[config.mk]
export PLATFORM = sky130hd
export DESIGN_NAME = pipe_stage_reg
export DESIGN_NICKNAME = d
export VERILOG_FILES = /design/src/rtl/mips_pipe_pkg.sv /design/src/rtl/pipe_entry_reg.sv /design/src/rtl/pipe_stage_reg.sv
export SDC_FILE = /design/constraint.sdc
export NUM_CORES = 1
export LEC_CHECK = 0
export CORE_ASPECT_RATIO = 1.75
export CORE_UTILIZATION = 55
export CTS_CLUSTER_DIAMETER = 80
export DETAILED_ROUTE_END_ITERATION = 7
export PLACE_DENSITY = 0.92
export SLEW_MARGIN = 10
export SYNTH_ARGS = -nofsm -noshare
export SYNTH_HDL_FRONTEND = slang
export SYNTH_SLANG_ARGS = --single-unit
[constraint.sdc]
create_clock -name clk -period 16 [get_ports clk]
set_input_delay 3.2 -clock clk [delete_from_list [all_inputs] [get_ports clk]]
set_output_delay 3.2 -clock clk [all_outputs]
set_load 0.005 [all_outputs]
[src/rtl/mips_pipe_pkg.sv]
// Shared definitions for the MIPS pipeline stage registers: control-field
// layout, per-stage data widths and the elastic stage state encoding.
package mips_pipe_pkg;

  // Control field bit positions; ALUctr is the only multi-bit field and sits on top
  localparam int CTRL_ALUSRC_BIT   = 0;
  localparam int CTRL_MEMTOREG_BIT = 1;
  localparam int CTRL_REGWRITE_BIT = 2;
  localparam int CTRL_MEMWRITE_BIT = 3;
  localparam int CTRL_NPCSEL_BIT   = 4;
  localparam int CTRL_JMP_BIT      = 5;
  localparam int CTRL_ALUCTR_LSB   = 6;
  localparam int CTRL_ALUCTR_W     = 2;
  localparam int CTRL_W_DEFAULT    = CTRL_ALUCTR_LSB + CTRL_ALUCTR_W;

  localparam int DATA_W_IDEX  = 32 + 32 + 32 + 32 + 5;
  localparam int DATA_W_EXMEM = 32 + 32 + 32 + 5;
  localparam int DATA_W_MEMWB = 32 + 32 + 5;

  typedef enum logic [1:0] {
    ST_EMPTY   = 2'd0,
    ST_FULL    = 2'd1,
    ST_SKIDDED = 2'd2
  } stage_state_e;

endpackage

[src/rtl/pipe_entry_reg.sv]
// One pipeline entry: valid flag, control field and data field.
// Clear drops valid and zeroes ctrl so a bubble never carries live controls.
module pipe_entry_reg
  import mips_pipe_pkg::*;
#(
  parameter int CTRL_W = CTRL_W_DEFAULT,
  parameter int DATA_W = DATA_W_IDEX
) (
  input  logic              clk,
  input  logic              rst,
  input  logic              i_load,
  input  logic              i_clear,
  input  logic [CTRL_W-1:0] i_ctrl,
  input  logic [DATA_W-1:0] i_data,
  output logic              o_valid,
  output logic [CTRL_W-1:0] o_ctrl,
  output logic [DATA_W-1:0] o_data
);

  logic              r_valid;
  logic [CTRL_W-1:0] r_ctrl;
  logic [DATA_W-1:0] r_data;

  // Clear wins over load; data is left untouched on clear since it is don't-care
  always_ff @(posedge clk or posedge rst) begin
    if (rst) begin
      r_valid <= 1'b0;
      r_ctrl  <= '0;
      r_data  <= '0;
    end else if (i_clear) begin
      r_valid <= 1'b0;
      r_ctrl  <= '0;
    end else if (i_load) begin
      r_valid <= 1'b1;
      r_ctrl  <= i_ctrl;
      r_data  <= i_data;
    end
  end

  assign o_valid = r_valid;
  assign o_ctrl  = r_ctrl;
  assign o_data  = r_data;

endmodule

[src/rtl/pipe_stage_reg.sv]
// Elastic valid/ready pipeline register with flush and optional skid entry.
// The FSM steers a main entry (always presented downstream) and a skid entry.
module pipe_stage_reg
  import mips_pipe_pkg::*;
#(
  parameter int CTRL_W = CTRL_W_DEFAULT,
  parameter int DATA_W = DATA_W_IDEX,
  parameter int SKID   = 1
) (
  input  logic              clk,
  input  logic              rst,
  input  logic              flush,
  input  logic              in_valid,
  output logic              in_ready,
  input  logic [CTRL_W-1:0] in_ctrl,
  input  logic [DATA_W-1:0] in_data,
  output logic              out_valid,
  input  logic              out_ready,
  output logic [CTRL_W-1:0] out_ctrl,
  output logic [DATA_W-1:0] out_data,
  output logic [1:0]        occupancy
);

  stage_state_e r_state;
  logic         r_inReady;

  stage_state_e      w_nextState;
  logic              w_accept;
  logic              w_deliver;
  logic              w_mainLoad;
  logic              w_mainFromSkid;
  logic              w_mainClear;
  logic              w_skidLoad;
  logic              w_skidClear;
  logic              w_mainValid;
  logic              w_skidValid;
  logic [CTRL_W-1:0] w_mainCtrl;
  logic [CTRL_W-1:0] w_skidCtrl;
  logic [DATA_W-1:0] w_mainData;
  logic [DATA_W-1:0] w_skidData;
  logic [CTRL_W-1:0] w_mainCtrlIn;
  logic [DATA_W-1:0] w_mainDataIn;

  // Without a skid entry FULL never advances to SKIDDED because in_ready drops first
  assign in_ready  = (SKID != 0) ? r_inReady : (!w_mainValid || out_ready);
  assign w_accept  = in_valid && in_ready;
  assign w_deliver = w_mainValid && out_ready;

  always_ff @(posedge clk or posedge rst) begin
    if (rst) begin
      r_state   <= ST_EMPTY;
      r_inReady <= 1'b1;
    end else begin
      r_state   <= w_nextState;
      r_inReady <= (w_nextState != ST_SKIDDED);
    end
  end

  always_comb begin
    w_nextState    = r_state;
    w_mainLoad     = 1'b0;
    w_mainFromSkid = 1'b0;
    w_mainClear    = 1'b0;
    w_skidLoad     = 1'b0;
    w_skidClear    = 1'b0;
    if (flush) begin
      w_nextState = ST_EMPTY;
      w_mainClear = 1'b1;
      w_skidClear = 1'b1;
    end else begin
      case (r_state)
        ST_EMPTY: begin
          if (w_accept) begin
            w_mainLoad  = 1'b1;
            w_nextState = ST_FULL;
          end
        end
        ST_FULL: begin
          if (w_accept && !w_deliver) begin
            w_skidLoad  = 1'b1;
            w_nextState = ST_SKIDDED;
          end else if (w_accept && w_deliver) begin
            w_mainLoad = 1'b1;
          end else if (w_deliver) begin
            w_mainClear = 1'b1;
            w_nextState = ST_EMPTY;
          end
        end
        ST_SKIDDED: begin
          if (w_deliver) begin
            w_mainLoad     = 1'b1;
            w_mainFromSkid = 1'b1;
            w_skidClear    = 1'b1;
            w_nextState    = ST_FULL;
          end
        end
        default: begin
          w_nextState = ST_EMPTY;
          w_mainClear = 1'b1;
          w_skidClear = 1'b1;
        end
      endcase
    end
  end

  assign w_mainCtrlIn = w_mainFromSkid ? w_skidCtrl : in_ctrl;
  assign w_mainDataIn = w_mainFromSkid ? w_skidData : in_data;

  pipe_entry_reg #(
    .CTRL_W (CTRL_W),
    .DATA_W (DATA_W)
  ) u_mainEntry (
    .clk     (clk),
    .rst     (rst),
    .i_load  (w_mainLoad),
    .i_clear (w_mainClear),
    .i_ctrl  (w_mainCtrlIn),
    .i_data  (w_mainDataIn),
    .o_valid (w_mainValid),
    .o_ctrl  (w_mainCtrl),
    .o_data  (w_mainData)
  );

  pipe_entry_reg #(
    .CTRL_W (CTRL_W),
    .DATA_W (DATA_W)
  ) u_skidEntry (
    .clk     (clk),
    .rst     (rst),
    .i_load  (w_skidLoad),
    .i_clear (w_skidClear),
    .i_ctrl  (in_ctrl),
    .i_data  (in_data),
    .o_valid (w_skidValid),
    .o_ctrl  (w_skidCtrl),
    .o_data  (w_skidData)
  );

  assign out_valid = w_mainValid;
  assign out_ctrl  = w_mainCtrl & {CTRL_W{w_mainValid}};
  assign out_data  = w_mainData;
  assign occupancy = {1'b0, w_mainValid} + {1'b0, w_skidValid};

endmodule

==> results.toml <==
[outcome]
status = "finished clean"

[setup_path]
crit_arrival_ns = 6.06
start_kind = "input port"
r2r-start = "u_mainEntry.o_valid"
cp-startpoint = "flush"
critical_path_class = "in2reg"
rrSetupSlack_ns = 12.87
worst_path_max_delay_cell = "buf_4"
path_common_cell = "buf_4"
path_buf_inv = 3
worstRegToRegCells = 6
cp_top_family = "buffers and inverters"
cp.required_ns = 16.42
cp-end-kind = "register"
crit_path_cell_trace = "clkdlybuf4s50_1, nor3_4, buf_4, buf_4, mux2_2, mux2_4"
path_depth = 6
slowest_delay_ns = 0.66
critPathMaxFanout = 52
r2r_end = "u_mainEntry.o_data[15]"
crit_end = "u_mainEntry.o_data[15]"

[floorplanning]
initial_core_util_pct = 56.1
io_pins = 291
core_sq_um = 22800
die_w_um = 117
die_h_um = 204
rows = 73
fp.dieArea_sq_um = 23900

[sta]
hold_viol = 0
post-route-min-period_ns = 5.64
relSlewSlack_pct = 35.4
worstMarginPinSlew_ns = 0.969
finClkSkew_ns = 0.0196
rsz0062_at_grt = "false"
slew_violations = 0
finalCritPeriodShare_pct = 35.3
setup_viol = 0
fin_setup_tns_ns = 0
fmax_mhz = 177

[synth]
yosys.area.top_type = "dfrtp_1"
ys_ff_latch = 287
ys_seq_area_share_pct = 56.0
synth_cell_type_count = 30
synth_top_area_share_pct = 55.8
ys_top_cells_by_area = "dfrtp_1 (56%), mux2_2 (26%), mux2_4 (9.6%)"
syn-cell-area_sq_um = 12800
yosys_warnings = 0
avgSynthCellArea_sq_um = 15.9
synthCells = 807
synth_nets = 954

[pwr]
peakVddDrop_mv = 0.112
leakagePower_nw = 7.24
powerDensity_nw_per_um2 = 144

[clock_network]
ctsResizeCount = 0
clockBufferDepth = 3
h-tree-depth = 1
clkLatencyLatePin_ns = 0.53
tritoncts = "yes"
clk_pin_slew_ns = 0.06
cts.sinks = 287
numCtsBuffers = 28
cts_root_buf = "clkbuf_16"
cts_hold_buffers = 0
post-cts-setup-buffers = 0

[route]
via_count = 7673
vias_per_cell = 5.44
dr.pass1.iters = 4
wirelength_mm = 28.5
ant_nets = 0
wl_per_cell_um = 20.2
drt_iter0_drc = 332
drcViolationCount = 0

[placement]
io_buffers = 290
placed_area_sq_um = 15900
place_hpwl_mm = 18.6
gp_congestion = 0.803

[global_routing]
grt_pass1_wl_mm = 46.0
grtUsageTotal_pct = 24.3
antenna_found_initial = 6
grt_max_degree = 174
grt_overflow = 0
first_global_vias = 8547

[final_layout]
drive_gt1_share_pct = 39.5
nets = 1233
area_delta_synth_final_pct = 31.3
fin_area_sq_um = 16800

[flow_run]
maxCapViolCount = 0

[hold_path]
hp-class = "reg2reg"
## layer usage
metal | share of wire [%] | vias up | global-route usage (%)
li1 | - | 3446 | -
met1 | 38 | 3920 | 28.2
met2 | 52 | 233 | 42.5
met3 | 5.2 | 74 | 4.41
met4 | 5.0 | 0 | 12.8
met5 | 0 | - | 0
## how the worst min path moves through the flow
stage	end	startpoint	slack [ns]	cells after the start
after CTS	u_mainEntry.o_ctrl[3]	u_mainEntry.o_ctrl[3]	0.48	1
final	u_mainEntry.o_ctrl[7]	u_mainEntry.o_ctrl[7]	0.48	1
after floorplan	u_mainEntry.o_ctrl[0]	u_mainEntry.o_ctrl[0]	0.45	1
after detailed placement	u_mainEntry.o_ctrl[3]	u_mainEntry.o_ctrl[3]	0.47	1
after global placement	u_skidEntry.o_data[25]	u_skidEntry.o_data[25]	0.46	1
after global routing	u_mainEntry.o_ctrl[3]	u_mainEntry.o_ctrl[3]	0.49	1
## through the flow
step / std cells / setup WS [ns] / hold slack (ns) / util [%] / power, mW
after floorplan: 807 / 4.88 / 0.448 / - / 1.42
after global placement: 1356 / 9.80 / 0.461 / 69.5 / 1.72
after detailed placement: 1356 / 9.79 / 0.466 / 69.5 / 1.76
after CTS: 1405 / 10.35 / 0.485 / 73.7 / 2.44
after global routing: 1411 / 10.23 / 0.490 / 73.7 / 2.54
final: 1411 / 10.36 / 0.479 / 73.7 / 2.42
## power by group
| part | switching, mW | leakage [nW] | internal [mW] |
|---|---|---|---|
| sequential | 0.137 | 3.45 | 0.977 |
| combinational | 0.190 | 3.33 | 0.444 |
| clock | 0.271 | 0.463 | 0.400 |
| total | 0.598 | 7.24 | 1.82 |
## Yosys cell counts
| cell | count |
|---|---|
| mux2_2 | 297 |
| dfrtp_1 | 286 |
| mux2_4 | 82 |
| buf_2 | 26 |
| mux2_1 | 20 |
| buf_6 | 11 |
| and2_1 | 10 |
| buf_4 | 9 |
| a22o_1 | 8 |
| mux2i_1 | 8 |
| o2bb2ai_1 | 8 |
| a21oi_1 | 5 |
| nor2_1 | 5 |
| clkbuf_1 | 4 |
| nand2b_1 | 4 |
| inv_1 | 3 |
| nand2_1 | 3 |
| o21bai_1 | 3 |
| nor2b_1 | 2 |
| nor3_2 | 2 |
| o21ai_0 | 2 |
| a21o_1 | 1 |
| a22oi_1 | 1 |
| and3_1 | 1 |
| and3b_1 | 1 |
| dfstp_2 | 1 |
| ha_1 | 1 |
| nand3_1 | 1 |
| o21ai_1 | 1 |
| xor2_1 | 1 |
## state kept, by name (all words and copies together) (netlist names)
signal / count
u_skidEntry.o_ctrl: 8
u_mainEntry.o_ctrl: 8
u_mainEntry.o_data: 133
u_mainEntry.o_valid: 1
u_skidEntry.o_valid: 1
r_state: 2
u_skidEntry.o_data: 133
in_ready: 1
## cells by family after synthesis
logic type	count (synthesis)	share of synthesized area, %
DFF	287	56.0
adders and majority gates	1	0.0976
xor gates and xnor gates	1	0.0683
buffers and inverters	53	2.71
muxes	407	38.1
AOI/OAI and AO/OA	29	1.70
and+or+nand+nor	29	1.33
## worst reg2reg max path, cell delays in order (launching register included)
cell and delay (ns):
dfrtp_1 0.60, nand2_1 0.24, nor3_4 0.22, buf_4 0.53, buf_4 0.67, mux2_2 0.49, mux2_4 0.27
## cell type report
cell class | count | area [sq um]
clock buffer | 43 | 858
fill | 1429 | 6000
inverter | 3 | 18.8
timing repair buffer | 299 | 2980
tap | 300 | 375
antenna | 6 | 15.0
multi-input combinational | 467 | 5310
clock inverter | 6 | 90.1
sequential | 287 | 7180
## placed cells by master, fill, tap and decap left out, types with 2 or more instances in the layout
master | Yosys | routed
a21oi_1 | 5 | 5
nand2_1 | 3 | 3
nand2b_1 | 4 | 4
nor2_1 | 5 | 5
and2_1 | 10 | 10
buf_4 | 9 | 8
clkbuf_8 | 0 | 8
inv_1 | 3 | 2
mux2_1 | 20 | 20
mux2_4 | 82 | 82
bufinv_16 | 0 | 2
dfrtp_1 | 286 | 286
a22o_1 | 8 | 8
o21bai_1 | 3 | 3
mux2i_1 | 8 | 8
clkbuf_16 | 0 | 29
nor2b_1 | 2 | 2
clkdlybuf4s50_1 | 0 | 290
o2bb2ai_1 | 8 | 8
nor3_4 | 0 | 2
clkinv_4 | 0 | 2
mux2_2 | 297 | 297
diode_2 | 0 | 6
clkbuf_1 | 4 | 6
o21ai_0 | 2 | 2
No activity file was read; power rests on OpenSTA's default activity.
==> RTL edit: new RTL, config.mk and constraints unchanged <==
Encoding of `stage_state_e`: now one-hot (3 bits for 3 states).
--- a/src/rtl/mips_pipe_pkg.sv
+++ b/src/rtl/mips_pipe_pkg.sv
@@ -18,8 +18,8 @@
   localparam int DATA_W_MEMWB = 32 + 32 + 5;
 
-  typedef enum logic [1:0] {
-    ST_EMPTY   = 2'd0,
-    ST_FULL    = 2'd1,
-    ST_SKIDDED = 2'd2
+  typedef enum logic [2:0] {
+    ST_EMPTY   = 3'b001,
+    ST_FULL    = 3'b010,
+    ST_SKIDDED = 3'b100
   } stage_state_e;
 
Behaviour: no difference found for any inputs over 4 cycles, from zero or initial values and one cycle with rst high; so few cycles prove little.
==> RTL edit against the original RTL <==
Clock skew fell by 0.013 ns. Sequential power down 5%. Cell count rose by 1.9%. Fmax fell by 13%. Global-route usage increased by 0.90 points. Non-clock buffer count is 2 lower. Area after synthesis shrank 1.2%. Clock power down 7.9%. Cell area shrank 1.6%. Sequential cell count rose by 1. Worst setup slack lost 0.85 ns. Total power down 8.0%. Count of clock-buffer cells in the layout grew 1. Wire length up 1.5%. Critical endpoint is now u_mainEntry.o_data[123]. Largest power group unchanged.
==> RTL edit: results (changes against the original RTL) <==
[run_status]
outcome=finished clean

[synthesis]
synth_async_sr_flop_share=1.00  ; unchanged
synth.cells.most_frequent=406 x sky130_fd_sc_hd__mux2_2, 286 x sky130_fd_sc_hd__dfrtp_1, 27 x sky130_fd_sc_hd__buf_2, 13 x sky130_fd_sc_hd__a21oi_1, 12 x sky130_fd_sc_hd__nor2_1
synth-edff-count=0  ; unchanged
synth_sequential_area_ratio=0.569  ; +0.00894
number_of_different_library_cells_in_the_post_synthesis_netlist=30  ; unchanged
ys_warn_count=0  ; unchanged
synthDominantAreaCellType=sky130_fd_sc_hd__dfrtp_1
postSynthNetCount=980  ; +2.7%
post_synth_main_area_contributors=sky130_fd_sc_hd__dfrtp_1 57%, sky130_fd_sc_hd__mux2_2 36%, sky130_fd_sc_hd__buf_2 1.1%
synthesis.instances=833  ; +3.2%

[critical_path]
critical-path-slowest-cell=sky130_fd_sc_hd__buf_4
worst-endpoint-arrival_ns=6.90  ; +0.84 ns
cp_common_cell=sky130_fd_sc_hd__buf_4
max_stage_delay_ns=0.80  ; +0.14 ns
timing.critical_path.fanout_max=81  ; +56%
timing.critical_path.max_delay_family=buffers and inverters

[clock_network]
cts.htree.levels=1  ; unchanged
clk_latency_ns=0.53  ; about the same
cts_max_path_buffers=3  ; unchanged
ctsRootBufferMaster=sky130_fd_sc_hd__clkbuf_16
cts.reportedPaths.clkPinSlew_ns=0.06  ; about the same
cts.repair.resized=0  ; unchanged
cts-buffers-inserted=27  ; -3.6%
post_cts_buffers=0  ; unchanged

[sta]
worstMarginPinSlew_ns=1.15  ; +0.180 ns
fin_worst_skew_ns=0.00622  ; -0.0134 ns

[route]
drtPass1Iterations=4  ; unchanged
vias_per_cell=5.46  ; +0.46%
detail_route.wirelength_mm=29.0  ; +1.5%
avgRoutedWirePerCell_um=20.1  ; -0.39%
drc=0  ; unchanged
initial_drc_count=395  ; +19%

[placement]
post-place-ws_ns=8.92  ; -0.865 ns
placement.io_buffers=290  ; unchanged
gp_routability_congestion=0.793  ; -1.3%
placed_cells=1381  ; +1.8%
dpl.hpwl_mm=18.8  ; +0.66%

[grt]
number_of_global_route_vias_before_repair=8737  ; +2.2%
groute.layer.met1.usage=0.281  ; -0.00116
grtUsageTotal=0.252  ; +0.00898
gr-usage-met3=0.0499  ; +0.00577
grt_start_max_net_pins=183  ; +5.2%
grt_first_pass_wirelength_mm=45.7  ; -0.63%
use_met2=0.424  ; -0.00169
antenna_found_initial=9  ; +3

[hold_path]
worstHoldPathType=reg -> reg

[final_layout]
layout.nets=1257  ; +1.9%
post_route_cells_drive_above_1_share=0.405  ; +0.0102
fillerInstances=1502  ; +5.1%

[power]
power.static_leakage_nw=7.18  ; -0.83%
vdd_drop_max_v=0.000108  ; -3.9%

[RTL edit: metrics by stage]
| step | area, um^2 | util | hold slack (ns) |
|---|---|---|---|
| global route | 16600 | 0.731 | 0.523 |
| detailed placement | 15700 | 0.693 | 0.488 |
| finish | 16600 | 0.731 | 0.492 |
| CTS | 16500 | 0.730 | 0.503 |
| floorplan | 12700 | - | 0.465 |
| global placement | 15700 | 0.693 | 0.482 |
[RTL edit: worst register-to-register path, cell delays in order (launching register included)]
cell                      delay, ns
sky130_fd_sc_hd__dfrtp_1       0.63
sky130_fd_sc_hd__and2_1        0.30
sky130_fd_sc_hd__nand3_4       0.07
sky130_fd_sc_hd__buf_4         0.46
sky130_fd_sc_hd__o41ai_4       0.20
sky130_fd_sc_hd__buf_4         0.59
sky130_fd_sc_hd__buf_4         0.82
sky130_fd_sc_hd__mux2_2        0.51
[RTL edit: worst paths after layout]
check / from / to / slack [ns] / cells after the start
worst max register to register: u_mainEntry.o_valid / u_mainEntry.o_data[123] / 12.31 / 7
max in group asynchronous: rst / u_mainEntry.o_data[107] / 11.42 / 3
worst max-delay path: flush / u_mainEntry.o_data[123] / 9.51 / 8
worst min register to register: u_mainEntry.o_ctrl[3] / u_mainEntry.o_ctrl[3] / 0.49 / 1
worst min-delay path: u_mainEntry.o_ctrl[3] / u_mainEntry.o_ctrl[3] / 0.49 / 1
min in group asynchronous: rst / u_mainEntry.o_data[61] / 3.19 / 2
[RTL edit: layout make-up]
class | instances | area share
antenna | 9 | 0.00136
multi-input combinational | 494 | 0.310
clock buffer | 44 | 0.0483
clock inverter | 4 | 0.00272
sequential | 288 | 0.435
tap | 300 | 0.0227
timing repair buffer | 297 | 0.179
inverter | 2 | 0.000906
[RTL edit: report_power, final]
part / switching, mW / total, mW / internal, mW
clock network: 0.262 / 0.618 / 0.355
logic: 0.175 / 0.560 / 0.386
registers: 0.114 / 1.05 / 0.934
[RTL edit: routing by layer]
layer | up-vias | share of wire
li1 | 3541 | -
met1 | 3950 | 0.36
met2 | 260 | 0.52
met3 | 105 | 0.060
met4 | 0 | 0.068
met5 | - | 0
[RTL edit: kinds of logic after synthesis]
kind of cell | Yosys count | share of synthesized area
compound gates | 39 | 0.0208
mux | 407 | 0.362
simple gates | 47 | 0.0213
buf+inv | 51 | 0.0258
flops | 288 | 0.569
fa+ha+maj | 1 | 0.000988
